File: src/rtl/mem_arb_pkg.sv
// ============================================================================
// Module   : mem_arb_pkg
// Brief    : Shared types and constants for the unified-memory port arbiter.
// Revision : 1.0 - initial release
// ============================================================================
`default_nettype none

package mem_arb_pkg;

  localparam int NUM_REQ    = 3;
  localparam int PORT_FETCH = 0;
  localparam int PORT_DATA  = 1;
  localparam int PORT_LOAD  = 2;

  typedef enum logic [1:0] {
    IDLE    = 2'd0,
    ISSUE   = 2'd1,
    CAPTURE = 2'd2,
    RESP    = 2'd3
  } state_t;

  // Which of fetch/data was served most recently.
  typedef enum logic {
    RR_FETCH = 1'b0,
    RR_DATA  = 1'b1
  } rr_t;

endpackage : mem_arb_pkg

`default_nettype wire

File: src/rtl/rr_prio_arbiter.sv
// ============================================================================
// Module   : rr_prio_arbiter
// Brief    : Combinational grant logic: loader first, fetch/data round-robin.
// Revision : 1.0 - initial release
// ============================================================================
`default_nettype none

module rr_prio_arbiter
  import mem_arb_pkg::*;
(
  input  logic [NUM_REQ-1:0] req,
  input  rr_t                last_rr,
  output logic [NUM_REQ-1:0] gnt,
  output rr_t                next_rr
);

  always_comb begin
    gnt     = '0;
    next_rr = last_rr;
    if (req[PORT_LOAD]) begin
      // Loader grants leave the fetch/data fairness state untouched.
      gnt[PORT_LOAD] = 1'b1;
    end else if (req[PORT_FETCH] && req[PORT_DATA]) begin
      if (last_rr == RR_DATA) begin
        gnt[PORT_FETCH] = 1'b1;
        next_rr         = RR_FETCH;
      end else begin
        gnt[PORT_DATA]  = 1'b1;
        next_rr         = RR_DATA;
      end
    end else if (req[PORT_FETCH]) begin
      gnt[PORT_FETCH] = 1'b1;
      next_rr         = RR_FETCH;
    end else if (req[PORT_DATA]) begin
      gnt[PORT_DATA]  = 1'b1;
      next_rr         = RR_DATA;
    end
  end

endmodule : rr_prio_arbiter

`default_nettype wire

File: src/rtl/mem_port_arbiter.sv
// ============================================================================
// Module   : mem_port_arbiter
// Brief    : Serializes fetch, data and loader accesses onto one memory port.
// Revision : 1.0 - initial release
// ============================================================================
`default_nettype none

module mem_port_arbiter
  import mem_arb_pkg::*;
#(
  parameter int ADDR_W = 8,
  parameter int DATA_W = 16
) (
  input  logic                 clk,
  input  logic                 reset_n,
  input  logic [NUM_REQ-1:0]   req,
  input  logic [NUM_REQ-1:0]   we,
  input  logic [ADDR_W-1:0]    addr0,
  input  logic [ADDR_W-1:0]    addr1,
  input  logic [ADDR_W-1:0]    addr2,
  input  logic [DATA_W-1:0]    wdata0,
  input  logic [DATA_W-1:0]    wdata1,
  input  logic [DATA_W-1:0]    wdata2,
  output logic [NUM_REQ-1:0]   done,
  output logic [DATA_W-1:0]    rdata,
  output logic                 mem_en,
  output logic                 mem_we,
  output logic [ADDR_W-1:0]    mem_addr,
  output logic [DATA_W-1:0]    mem_wdata,
  input  logic [DATA_W-1:0]    mem_rdata,
  output logic                 busy
);

  state_t              r_state;
  rr_t                 r_last_rr;
  logic [NUM_REQ-1:0]  r_owner;
  logic [NUM_REQ-1:0]  r_done;
  logic [DATA_W-1:0]   r_rdata;
  logic                r_mem_en;
  logic                r_mem_we;
  logic [ADDR_W-1:0]   r_mem_addr;
  logic [DATA_W-1:0]   r_mem_wdata;
  logic                r_busy;

  logic [NUM_REQ-1:0]  w_gnt;
  rr_t                 w_next_rr;
  logic [ADDR_W-1:0]   w_addr_vec  [NUM_REQ];
  logic [DATA_W-1:0]   w_wdata_vec [NUM_REQ];
  logic [ADDR_W-1:0]   w_sel_addr;
  logic [DATA_W-1:0]   w_sel_wdata;
  logic                w_sel_we;

  rr_prio_arbiter u_arb (
    .req     (req),
    .last_rr (r_last_rr),
    .gnt     (w_gnt),
    .next_rr (w_next_rr)
  );

  assign w_addr_vec[PORT_FETCH]  = addr0;
  assign w_addr_vec[PORT_DATA]   = addr1;
  assign w_addr_vec[PORT_LOAD]   = addr2;
  assign w_wdata_vec[PORT_FETCH] = wdata0;
  assign w_wdata_vec[PORT_DATA]  = wdata1;
  assign w_wdata_vec[PORT_LOAD]  = wdata2;

  // Grant is one-hot, so a priority-free select is sufficient.
  always_comb begin
    w_sel_addr  = '0;
    w_sel_wdata = '0;
    w_sel_we    = 1'b0;
    for (int i = 0; i < NUM_REQ; i++) begin
      if (w_gnt[i]) begin
        w_sel_addr  = w_addr_vec[i];
        w_sel_wdata = w_wdata_vec[i];
        w_sel_we    = we[i];
      end
    end
  end

  always_ff @(posedge clk) begin
    if (!reset_n) begin
      r_state     <= IDLE;
      r_last_rr   <= RR_DATA;
      r_owner     <= '0;
      r_done      <= '0;
      r_rdata     <= '0;
      r_mem_en    <= 1'b0;
      r_mem_we    <= 1'b0;
      r_mem_addr  <= '0;
      r_mem_wdata <= '0;
      r_busy      <= 1'b0;
    end else begin
      case (r_state)
        IDLE: begin
          if (|req) begin
            r_state     <= ISSUE;
            r_busy      <= 1'b1;
            r_owner     <= w_gnt;
            r_last_rr   <= w_next_rr;
            r_mem_en    <= 1'b1;
            r_mem_we    <= w_sel_we;
            r_mem_addr  <= w_sel_addr;
            r_mem_wdata <= w_sel_wdata;
          end
        end
        ISSUE: begin
          r_state  <= CAPTURE;
          r_mem_en <= 1'b0;
        end
        CAPTURE: begin
          // Memory output is valid now, one cycle after the strobe was sampled.
          r_state <= RESP;
          if (!r_mem_we) begin
            r_rdata <= mem_rdata;
          end
          r_done  <= r_owner;
        end
        RESP: begin
          r_state <= IDLE;
          r_done  <= '0;
          r_busy  <= 1'b0;
        end
        default: begin
          r_state  <= IDLE;
          r_done   <= '0;
          r_mem_en <= 1'b0;
          r_busy   <= 1'b0;
        end
      endcase
    end
  end

  assign done      = r_done;
  assign rdata     = r_rdata;
  assign mem_en    = r_mem_en;
  assign mem_we    = r_mem_we;
  assign mem_addr  = r_mem_addr;
  assign mem_wdata = r_mem_wdata;
  assign busy      = r_busy;

endmodule : mem_port_arbiter

`default_nettype wire

File: config.mk
export PLATFORM = sky130hd
export DESIGN_NAME = mem_port_arbiter
export DESIGN_NICKNAME = d
export VERILOG_FILES = /design/src/rtl/mem_arb_pkg.sv /design/src/rtl/rr_prio_arbiter.sv /design/src/rtl/mem_port_arbiter.sv
export SDC_FILE = /design/constraint.sdc
export NUM_CORES = 1
export LEC_CHECK = 0
export BUFFER_PORTS_ARGS = -buffer_cell sky130_fd_sc_hd__buf_2
export CAP_MARGIN = 20
export CORE_UTILIZATION = 46
export CTS_CLUSTER_DIAMETER = 200
export DETAILED_ROUTE_END_ITERATION = 12
export GPL_TIMING_DRIVEN = 0
export HOLD_SLACK_MARGIN = 0.02
export MAX_ROUTING_LAYER = met4
export PLACE_DENSITY = 0.93
export SLEW_MARGIN = 20
export SYNTH_ARGS = -nofsm -noshare
export SYNTH_HDL_FRONTEND = slang
export SYNTH_SLANG_ARGS = --single-unit
File: constraint.sdc
create_clock -name clk -period 4 [get_ports clk]
set_clock_uncertainty 0.1 [all_clocks]
set_input_delay 0.2 -clock clk [delete_from_list [all_inputs] [get_ports clk]]
set_output_delay 0.2 -clock clk [all_outputs]
set_load 0.1 [all_outputs]
After elaboration in Yosys (flattened, before gate mapping)
Cells that the tools add are included.
{ "op_classes": {"n_eq_ne": 4, "muxes": 26, "bitwise": 2, "n_reduce_logical": 12} }
{ "ops": {"columns": ["cell", "count"], "rows": [
  ["$mux 16", 3],
  ["$mux 8", 3],
  ["$mux 1", 13],
  ["$pmux 2 s4", 1],
  ["$reduce_and 2->1", 4],
  ["$mux 2", 3],
  ["$pmux 3 s2", 1],
  ["$reduce_bool 2->1", 3],
  ["$eq 2x2->1 const B", 2],
  ["$pmux 1 s2", 2],
  ["$reduce_and 4->1", 1],
  ["$reduce_bool 3->1", 1],
  ["$reduce_or 3->1", 1],
  ["$eq 2x1->1 const B", 1],
  ["$logic_not 2->1", 1],
  ["$ne 2x2->1 const B", 1],
  ["$not 1->1", 2],
  ["$logic_and 1x1->1", 1]
]} }
{ "word_totals": {"ff_bits": 52, "in_bits": 96, "out_inout_bits": 46, "elab_cells": 54} }

Depth between registers and ports, before layout
Gate-level depths: netlist (run 1).
{ "depth": {"depth_word": 7, "mapped_depth": 8} }

Hierarchy
From an unflattened synthesis (run 1), not the netlist that was laid out.
{ "unflattened": {"cells_unflattened": 253, "area_unflattened_um2": 2458.6} }
{ "modules_own_cells": {"columns": ["module", "instances", "cells_per_inst", "area_each_um2"], "rows": [
  ["mem_port_arbiter", 1, 246, 2406.1],
  ["rr_prio_arbiter", 1, 7, 52.6]
]} }

Least setup slack after synthesis (run 1)
No wires, ideal clock.
{ "synth_timing": {"path_kind": "register to register", "startpoint": "reg r_mem_we (netlist: mem_we)", "endpoint": "reg r_rdata[10] (netlist: rdata[10])", "setup_ps": 76, "t_arrival_ps": 1706, "required_time_ps": 3824, "path_slack_ps": 2118, "path_stages_with_launch": 6, "n_path_buf": 2, "cell_sequence": "dfxtp_1 -> nand2b_1 -> clkbuf_2 -> buf_2 -> nand2_1 -> a21boi_0"} }
{ "synth_between": {"elab_chain_len": 2} }
{ "synth_rtl": {"columns": ["item", "line_no", "rtl"], "rows": [
  ["start: declaration", "mem_port_arbiter.sv:40", "logic r_mem_we;"],
  ["start signal: assignment", "mem_port_arbiter.sv:102", "r_mem_we <= w_sel_we;"],
  ["$not 1->1 (no line)", null, null],
  ["$reduce_and 2->1 (no line)", null, null],
  ["end signal: assignment", "mem_port_arbiter.sv:115", "r_rdata <= mem_rdata;"],
  ["end: declaration", "mem_port_arbiter.sv:38", "logic [DATA_W-1:0] r_rdata;"]
]} }
Every way passes these cells.
A chain may end at the register's enable or synchronous reset.

Worst setup path in the final report (run 1)
{ "layout_timing": {"startpoint": "reg r_state[0]", "endpoint": "reg r_mem_wdata[3] (netlist: mem_wdata[3])"} }
{ "layout_between": {"elab_chain_len": 2} }
{ "layout_rtl": {"columns": ["item", "line_no", "rtl"], "rows": [
  ["start: declaration", "mem_port_arbiter.sv:34", "state_t r_state;"],
  ["start signal: assignment", "mem_port_arbiter.sv:83", "r_state <= IDLE;"],
  ["start signal: assignment", "mem_port_arbiter.sv:97", "r_state <= ISSUE;"],
  ["start signal: assignment", "mem_port_arbiter.sv:108", "r_state <= CAPTURE;"],
  ["$logic_not 2->1", "mem_port_arbiter.sv:94", "case (r_state)"],
  ["$reduce_and 2->1 (no line)", null, null],
  ["end signal: assignment", "mem_port_arbiter.sv:104", "r_mem_wdata <= w_sel_wdata;"],
  ["end: declaration", "mem_port_arbiter.sv:42", "logic [DATA_W-1:0] r_mem_wdata;"]
]} }
Every way passes these cells.

==> results of run 1 <==
logic make-up after synthesis:
kind of cell | after synthesis | synth area share
DFF | 52 | 0.456
AOI/OAI and AO/OA | 78 | 0.337
muxes | 4 | 0.0175
buffers and inverters | 23 | 0.0542
adders and majority gates | 5 | 0.0274
and+or+nand+nor | 55 | 0.108
worst paths after layout:
path	start	end	slack, ns	cells past startpoint
setup / recovery	r_state[0]	mem_wdata[3]	2.09	6
hold / removal	mem_rdata[9]	rdata[9]	0.03	3
setup reg to reg	r_state[0]	mem_wdata[3]	2.09	6
hold reg to reg	rdata[15]	rdata[15]	0.36	2
Yosys cell counts (all sizes together), types with 2 or more instances:
cell type,instances
nand2b,3
a21boi,19
dfxtp,52
o221a,50
buf,12
ha,5
nor2b,4
nand3,2
clkbuf,8
nand2,40
inv,3
nor2,4
a32o,2
mux2i,4
o21ai,4
tightest hold or removal path, delay by kind of cell:
| family | cells | cell delay [ns] |
|---|---|---|
| AO/OA/AOI/OAI | 1 | 0.06 |
| buffers and inverters | 1 | 0.09 |
| AND/OR/NAND/NOR | 1 | 0.04 |
layout by cell type (no fill, tap or decap), types with 4 or more instances in the layout:
| cell | instances |
|---|---|
| buf_2 | 150 |
| dfxtp_1 | 52 |
| nand2_1 | 40 |
| o221a_2 | 32 |
| o221a_1 | 18 |
| a21boi_0 | 18 |
| clkbuf_1 | 6 |
| ha_1 | 5 |
| clkbuf_8 | 5 |
| nor2_1 | 4 |
| o21ai_0 | 4 |
| mux2i_1 | 4 |
| nor2b_1 | 4 |
power by group:
| group | internal [mW] | switching (mW) |
|---|---|---|
| clock network | 0.186 | 0.173 |
| registers | 0.657 | 0.0778 |
| logic | 0.385 | 1.22 |
flip-flops by register name, indices dropped and copies added, names as in the netlist:
name / cells
busy: 1
done: 3
mem_addr: 8
mem_en: 1
mem_wdata: 16
mem_we: 1
r_last_rr: 1
r_owner: 3
r_state: 2
rdata: 16
per-layer routing:
| metal | share of wire | track usage | wire length (um) | vias up |
|---|---|---|---|---|
| met5 | 0 | - | 0 | - |
| met4 | 0.019 | 0.120 | 129 | 0 |
| met3 | 0.064 | 0.0556 | 425 | 14 |
| met2 | 0.52 | 0.411 | 3480 | 96 |
| met1 | 0.39 | 0.293 | 2610 | 1098 |
| li1 | - | - | - | 1126 |
cell type report:
type,count,area share
Buffer,20,0.0354
Clock buffer,6,0.0228
Clock inverter,2,0.0110
Inverter,3,0.00354
Multi-Input combinational cell,142,0.352
Sequential cell,52,0.327
Tap cell,67,0.0264
Timing Repair Buffer,141,0.222
through the flow:
| step | power (mW) | setup slack (ns) | cells | utilization | instance area [sq um] |
|---|---|---|---|---|---|
| floorplan | 2.06 | 2.12 | 217 | - | 2280 |
| global placement | 2.31 | 2.19 | 425 | 0.646 | 3070 |
| detailed placement | 2.34 | 2.12 | 425 | 0.646 | 3070 |
| CTS | 2.71 | 2.10 | 433 | 0.669 | 3180 |
| global route | 2.81 | 1.98 | 433 | 0.669 | 3180 |
| finish | 2.70 | 2.09 | 433 | 0.669 | 3180 |
==> flow_metrics.env, run 1 <==
export IMPL_grt_pass1_vias=2204
export IMPL_area_growth_syn_to_layout_pct=39.3
export IMPL_period_needed_ns=1.91
export IMPL_antenna_found_initial=0
export IMPL_finalSetupViolCount=0
export IMPL_avgSynthCellArea_sq_um=10.5
export IMPL_arrival_ns=2.01
export IMPL_core_area_sq_um=4750
export IMPL_synth_area_top_cells="dfxtp_1 46%, o221a_2 16%, o221a_1 8.9%"
export IMPL_die_h_um=72.5
export IMPL_ys_dominant_reg_cell="dfxtp_1"
export IMPL_drv_cap=0
export IMPL_placementRows=25
export IMPL_drive_gt1_frac=0.538
export IMPL_die_w_um=72.5
export IMPL_via_per_inst=5.39
export IMPL_hold_ws_ns=0.0332
export IMPL_grt_pass1_wl_mm=10.0
export IMPL_p_leak_nw=1.51
export IMPL_synth_warnings=0
export IMPL_first_iter_violations=133
export IMPL_status="completed"
export IMPL_cts_resized=0
export IMPL_start_util=0.480
export IMPL_endpoint_kind="flop"
export IMPL_worst_pin_slew_ns=0.508
export IMPL_worstSetupStartpointType="flop"
export IMPL_fill_cells=404
export IMPL_hold_violations=0
export IMPL_synthArstFlopShare=0
export IMPL_seq_area_frac_synth=0.456
export IMPL_critical_path_buf_inv_count=2
export IMPL_rsz0062_at_grt="no"
export IMPL_cts_buffers=5
export IMPL_crit_fanout=10
export IMPL_path_clk_slew_ns=0.09
export IMPL_place_hpwl_mm=5.04
export IMPL_cts_sinks=52
export IMPL_drc=0
export IMPL_drv_slew=0
export IMPL_synth_nets=318
export IMPL_grt_usage=0.252
export IMPL_crit_family="simple AND/OR/NAND/NOR gates"
export IMPL_cts_path_max_buffers=2
export IMPL_vias=2334
export IMPL_ir_drop_v=0.000443
export IMPL_maxSlewHeadroom=0.664
export IMPL_fmax_mhz=524
export IMPL_postCtsSetupRepairBufs=0
export IMPL_first_pass_iters=4
export IMPL_totalWireLength_mm=6.65
export IMPL_nets=466
export IMPL_crit_path_cell_trace="inv_1 > ha_1 > and2b_1 > nand3_2 > buf_2 > o221a_2"
export IMPL_critical_path_slowest_cell="dfxtp_1"
export IMPL_crit_required_ns=4.10
export IMPL_gp_congestion=0.770
export IMPL_cts_root_buf="clkbuf_8"
export IMPL_cts_tree="done"
export IMPL_seq_area_sq_um=1040
export IMPL_power_density_nw_per_um2=849
export IMPL_worst_setup_path_type="flop to flop"
export IMPL_io_buffers=141
export IMPL_yosysTopAreaCellShare=0.456
export IMPL_hold_buffers=0
export IMPL_hold_path_class="input port to flop"
export IMPL_yosys_register_bits=52
export IMPL_post_synth_top_area_cell="dfxtp_1"
export IMPL_cts_htree_levels=2
export IMPL_cp_slowest_stage_delay_ns=0.35
export IMPL_num_antenna_cells=0
export IMPL_post_drt_wl_per_cell_um=15.4
export IMPL_synth_distinct_cells=24
export IMPL_finalCritPeriodShare=0.477
export IMPL_grt_overflow=0
export IMPL_die_area_sq_um=5250
export IMPL_synth_edf_count=0
export IMPL_grt_max_degree=16
export IMPL_fin_tns_setup_ns=0
export IMPL_multi_input_area_sq_um=1120
export IMPL_clk_latency_ns=0.31
export IMPL_syn_inst=217
export IMPL_io_pins=142
export IMPL_syn_cell_area_sq_um=2280
export IMPL_drtAntennaViolNets=0
No activity file was read; power rests on OpenSTA's default activity.
==> run 2, diff against run 1 <==
Settings changed: CORE_UTILIZATION 46 to 43, PLACE_DENSITY 0.93 to 0.88.
Clock period 4 ns to 1.8 ns, I/O delays scaled along.
==> flow_metrics.env, run 2 (synthesis gave the netlist of run 1 again) <==
export IMPL_p_leak_nw=1.78
export IMPL_postCtsSetupRepairBufs=0
export IMPL_worst_setup_path_type="flop to flop"
export IMPL_cp_slowest_stage_delay_ns=0.36
export IMPL_rsz0062_at_grt="no"
export IMPL_totalWireLength_mm=8.61
export IMPL_layout_common_cells="143 x buf_2, 66 x dlygate4sd3_1, 50 x dfxtp_1, 39 x nand2_1, 32 x o221a_2"
export IMPL_ir_drop_v=0.00106
export IMPL_io_buffers=141
export IMPL_final_common_cell="buf_2"
export IMPL_finalCritPeriodShare=0.951
export IMPL_setup_ws_ns=0.0882
export IMPL_status="completed"
export IMPL_grt_pass1_vias=2616
export IMPL_grt_usage=0.297
export IMPL_cts_buffers=5
export IMPL_crit_cells=6
export IMPL_first_pass_iters=4
export IMPL_min_delay_start="reset_n"
export IMPL_maxSlewHeadroom=0.662
export IMPL_vias=2751
export IMPL_cts_tree="done"
export IMPL_cts_path_max_buffers=2
export IMPL_fin_util=0.758
export IMPL_io_pins=142
export IMPL_place_hpwl_mm=4.98
export IMPL_cts_sinks=52
export IMPL_place_ws_ns=-0.118
export IMPL_grt_max_degree=15
export IMPL_start_util=0.447
export IMPL_die_area_sq_um=5610
export IMPL_crit_family="simple AND/OR/NAND/NOR gates"
export IMPL_worstSetupStartpointType="flop"
export IMPL_hold_path_class="input port to flop"
export IMPL_clk_latency_ns=0.30
export IMPL_gp_congestion=0.774
export IMPL_die_w_um=74.9
export IMPL_arrival_ns=1.81
export IMPL_reg2reg_from="r_state[1]"
export IMPL_first_iter_violations=176
export IMPL_crit_path_cell_trace="inv_2 > ha_4 > and2b_2 > nand3_4 > buf_4 > o221a_2"
export IMPL_drc=0
export IMPL_hold_ws_ns=0.0704
export IMPL_cts_htree_levels=2
export IMPL_r2r_cells=6
export IMPL_critical_path_buf_inv_count=2
export IMPL_drtAntennaViolNets=0
export IMPL_placed_area_sq_um=3080
export IMPL_nets=532
export IMPL_finalSetupViolCount=0
export IMPL_drv_slew=0
export IMPL_core_area_sq_um=5110
export IMPL_drive_gt1_frac=0.471
export IMPL_drv_cap=0
export IMPL_worst_pin_slew_ns=0.510
export IMPL_placementRows=26
export IMPL_ff2ff_setup_slack_ns=0.09
export IMPL_period_needed_ns=1.71
export IMPL_grt_pass1_wl_mm=12.1
export IMPL_fmax_mhz=584
export IMPL_die_h_um=74.9
export IMPL_grt_overflow=0
export IMPL_via_per_inst=5.49
export IMPL_critical_path_slowest_cell="dfxtp_1"
export IMPL_num_antenna_cells=0
export IMPL_crit_fanout=10
export IMPL_cts_root_buf="clkbuf_8"
export IMPL_startpoint="r_state[1]"
export IMPL_r2r_end="mem_wdata[11]"
export IMPL_antenna_found_initial=0
export IMPL_path_clk_slew_ns=0.09
export IMPL_fill_cells=335
export IMPL_post_drt_wl_per_cell_um=17.2
export IMPL_cp_endpoint="mem_wdata[11]"
export IMPL_area_growth_syn_to_layout_pct=69.5
export IMPL_crit_required_ns=1.89
export IMPL_power_density_nw_per_um2=1570
export IMPL_endpoint_kind="flop"
export IMPL_final_area_sq_um=3870
export IMPL_hold_violations=0
## run 2: where the power goes
part | internal [mW] | switching [mW] | total (mW) | leakage (nW)
logic | 1.01 | 2.78 | 3.79 | 1.31
registers | 1.46 | 0.201 | 1.67 | 0.429
clock network | 0.266 | 0.376 | 0.642 | 0.0410
total | 2.74 | 3.36 | 6.09 | 1.78
## run 2: layer usage
layer | GRT usage | vias up | part of all wire
li1 | - | 1261 | -
met1 | 0.317 | 1299 | 0.38
met2 | 0.495 | 141 | 0.51
met3 | 0.0763 | 50 | 0.061
met4 | 0.178 | 0 | 0.051
met5 | - | - | 0
## run 2: worst min-delay path by stage
stage | end | slack (ns) | cells past startpoint
6_report | done[1] | 0.07 | 3
5_1_grt | done[1] | 0.08 | 3
4_1_cts | done[1] | 0.07 | 3
3_5_place_dp | rdata[7] | 0.24 | 3
3_3_place_gp | rdata[7] | 0.24 | 3
2_1_floorplan | rdata[7] | 0.12 | 2
## run 2: metrics by stage
stage               std cells  power, mW    TNS, ns
detailed placement        428       5.21      -1.91
finish                    501       6.09          0
global route              501       6.34          0
global placement          428       5.15     -0.524
floorplan                 217       4.59          0
CTS                       501       5.98  -0.000938
## run 2: repair_timing
action	CTS	global route
endpoints found under the hold margin	41	0
hold buffers	66	0
setup endpoints to repair	19	30
gates resized for setup	9	12
## run 2: layout make-up
type / count / area (sq um) / area share
Timing Repair Buffer: 207 / 1370 / 0.353
Multi-Input combinational cell: 142 / 1150 / 0.297
Sequential cell: 52 / 1040 / 0.270
Buffer: 20 / 135 / 0.0349
Tap cell: 70 / 87.6 / 0.0226
Clock buffer: 6 / 72.6 / 0.0187
Inverter: 3 / 11.3 / 0.00291
Clock inverter: 1 / 5.00 / 0.00129
## run 2: worst min-delay path: stages
cell      delay (ns)
buf_2           0.13
nand2b_1        0.14
nor2_1          0.06
==> run 3, diff against run 2 <==
Settings changed: CAP_MARGIN 20 to not set, CORE_UTILIZATION 43 to 35, PLACE_DENSITY 0.88 to 0.76, REMOVE_ABC_BUFFERS set to 1.
==> flow_metrics.env, run 3 (synthesis gave the netlist of run 1 again) <==
export IMPL_placed_area_sq_um=2990
export IMPL_nets=519
export IMPL_finalCritPeriodShare=0.950
export IMPL_cts_path_max_buffers=2
export IMPL_path_clk_slew_ns=0.10
export IMPL_area_growth_syn_to_layout_pct=70.8
export IMPL_cts_root_buf="clkbuf_8"
export IMPL_crit_required_ns=1.90
export IMPL_reg2reg_from="r_state[1]"
export IMPL_ir_drop_v=0.00101
export IMPL_first_pass_iters=4
export IMPL_fmax_mhz=585
export IMPL_power_density_nw_per_um2=1600
export IMPL_crit_path_cell_trace="inv_1 > ha_4 > and2b_4 > nand3_4 > o221a_2"
export IMPL_placementRows=29
export IMPL_endpoint_kind="flop"
export IMPL_ff2ff_setup_slack_ns=0.09
export IMPL_critical_path_slowest_cell="dfxtp_1"
export IMPL_clk_latency_ns=0.30
export IMPL_fin_tns_setup_ns=0
export IMPL_num_antenna_cells=0
export IMPL_grt_pass1_wl_mm=10.8
export IMPL_drv_cap=0
export IMPL_first_iter_violations=118
export IMPL_final_area_sq_um=3900
export IMPL_vias=2545
export IMPL_setup_ws_ns=0.0895
export IMPL_grt_usage=0.217
export IMPL_multi_input_area_sq_um=1220
export IMPL_min_to="mem_addr[5]"
export IMPL_cts_sinks=52
export IMPL_status="completed"
export IMPL_die_h_um=82.8
export IMPL_drtAntennaViolNets=0
export IMPL_worst_pin_slew_ns=0.855
export IMPL_r2r_end="mem_wdata[8]"
export IMPL_worst_setup_path_type="flop to flop"
export IMPL_cts_buffers=5
export IMPL_grt_pass1_vias=2322
export IMPL_cts_htree_levels=2
export IMPL_place_ws_ns=-0.391
export IMPL_place_hpwl_mm=4.31
export IMPL_grt_max_degree=52
export IMPL_core_area_sq_um=6310
export IMPL_post_drt_wl_per_cell_um=15.5
export IMPL_gp_congestion=0.764
export IMPL_worstSetupStartpointType="flop"
export IMPL_die_area_sq_um=6850
export IMPL_antenna_found_initial=0
export IMPL_p_leak_nw=1.76
export IMPL_finalSetupViolCount=0
export IMPL_fill_cells=519
export IMPL_arrival_ns=1.81
export IMPL_grt_overflow=0
export IMPL_min_delay_start="addr2[5]"
export IMPL_layout_common_cells="141 x buf_2, 66 x dlygate4sd3_1, 52 x dfxtp_1, 39 x nand2_1, 32 x o221a_2"
export IMPL_maxSlewHeadroom=0.430
export IMPL_die_w_um=82.8
export IMPL_r2r_cells=5
export IMPL_period_needed_ns=1.71
export IMPL_rsz0062_at_grt="no"
export IMPL_worstHoldPathCells=3
export IMPL_start_util=0.362
export IMPL_seq_area_sq_um=1040
export IMPL_drc=0
export IMPL_totalWireLength_mm=7.71
export IMPL_hold_path_class="input port to flop"
export IMPL_io_pins=142
export IMPL_drive_gt1_frac=0.473
export IMPL_cts_tree="done"
export IMPL_drv_slew=0
export IMPL_hold_violations=0
export IMPL_via_per_inst=5.13
export IMPL_crit_fanout=13
export IMPL_final_common_cell="buf_2"
export IMPL_io_buffers=141
export IMPL_cp_slowest_stage_delay_ns=0.35
run 3: cell types whose count changed in the layout (fill, tap and decap cells not counted), moves of 2 or more:
cell,previous run,this run
buf_2,143,141
buf_6,3,0
dfxtp_2,2,0
clkbuf_1,6,0
clkbuf_4,2,0
dfxtp_1,50,52
buf_4,7,2
nand3_4,2,4
run 3: routing by layer:
metal  up-vias  wire length [um]  GRT usage
li1       1242                 -          -
met1      1190              3170      0.246
met2        96              3980      0.376
met3        17               407     0.0448
met4         0               148     0.0810
met5         -                 0          -
run 3: layout make-up:
| cell class | count | area share |
|---|---|---|
| Sequential cell | 52 | 0.267 |
| Clock buffer | 5 | 0.0176 |
| Tap cell | 77 | 0.0247 |
| Timing Repair Buffer | 211 | 0.363 |
| Clock inverter | 3 | 0.0109 |
| Inverter | 3 | 0.00289 |
| Multi-Input combinational cell | 145 | 0.314 |
run 3: power by group:
| group | switching (mW) | internal [mW] | total [mW] |
|---|---|---|---|
| Combinational | 2.78 | 1.00 | 3.78 |
| Sequential | 0.171 | 1.46 | 1.63 |
| Clock | 0.395 | 0.412 | 0.807 |
| Total | 3.35 | 2.87 | 6.22 |
run 3: worst max-delay path by stage:
stage	startpoint	to	slack (ns)	depth (start not counted)
global route	r_state[1]	mem_wdata[8]	0.02	5
CTS	r_state[0]	rdata[9]	0.006	5
global placement	r_state[0]	mem_wdata[7]	-0.49	5
detailed placement	r_state[0]	rdata[10]	-0.39	5
finish	r_state[1]	mem_wdata[8]	0.09	5
floorplan	r_state[0]	mem_wdata[10]	-0.03	5
run 3: critical path: cells and delay by family (launching register included):
| kind | cells | cell delay [ns] |
|---|---|---|
| flip-flops | 1 | 0.35 |
| buffers and inverters | 1 | 0.15 |
| adder cells (fa/ha/maj) | 1 | 0.20 |
| AO/OA/AOI/OAI | 1 | 0.33 |
| AND/OR/NAND/NOR | 2 | 0.47 |
run 3: per-stage QoR:
| stage | power, mW | cells | util | hold slack [ns] |
|---|---|---|---|---|
| final | 6.22 | 496 | 0.618 | 0.0997 |
| after global routing | 6.52 | 496 | 0.618 | 0.0902 |
| after CTS | 6.12 | 492 | 0.608 | 0.0873 |
| after detailed placement | 5.10 | 416 | 0.473 | 0.236 |
| after global placement | 5.01 | 415 | 0.471 | 0.236 |
| after floorplan | 4.44 | 197 | - | 0.0662 |
run 3: what timing repair did:
| action | CTS | global route |
|---|---|---|
| gates cloned | 2 | 1 |
| buffers inserted | 0 | 3 |
| resized for setup | 13 | 4 |
| pin swaps | 2 | 1 |
| endpoints found under the setup margin | 44 | 44 |
| hold endpoints to repair | 41 | 0 |
| hold buffers | 66 | 0 |
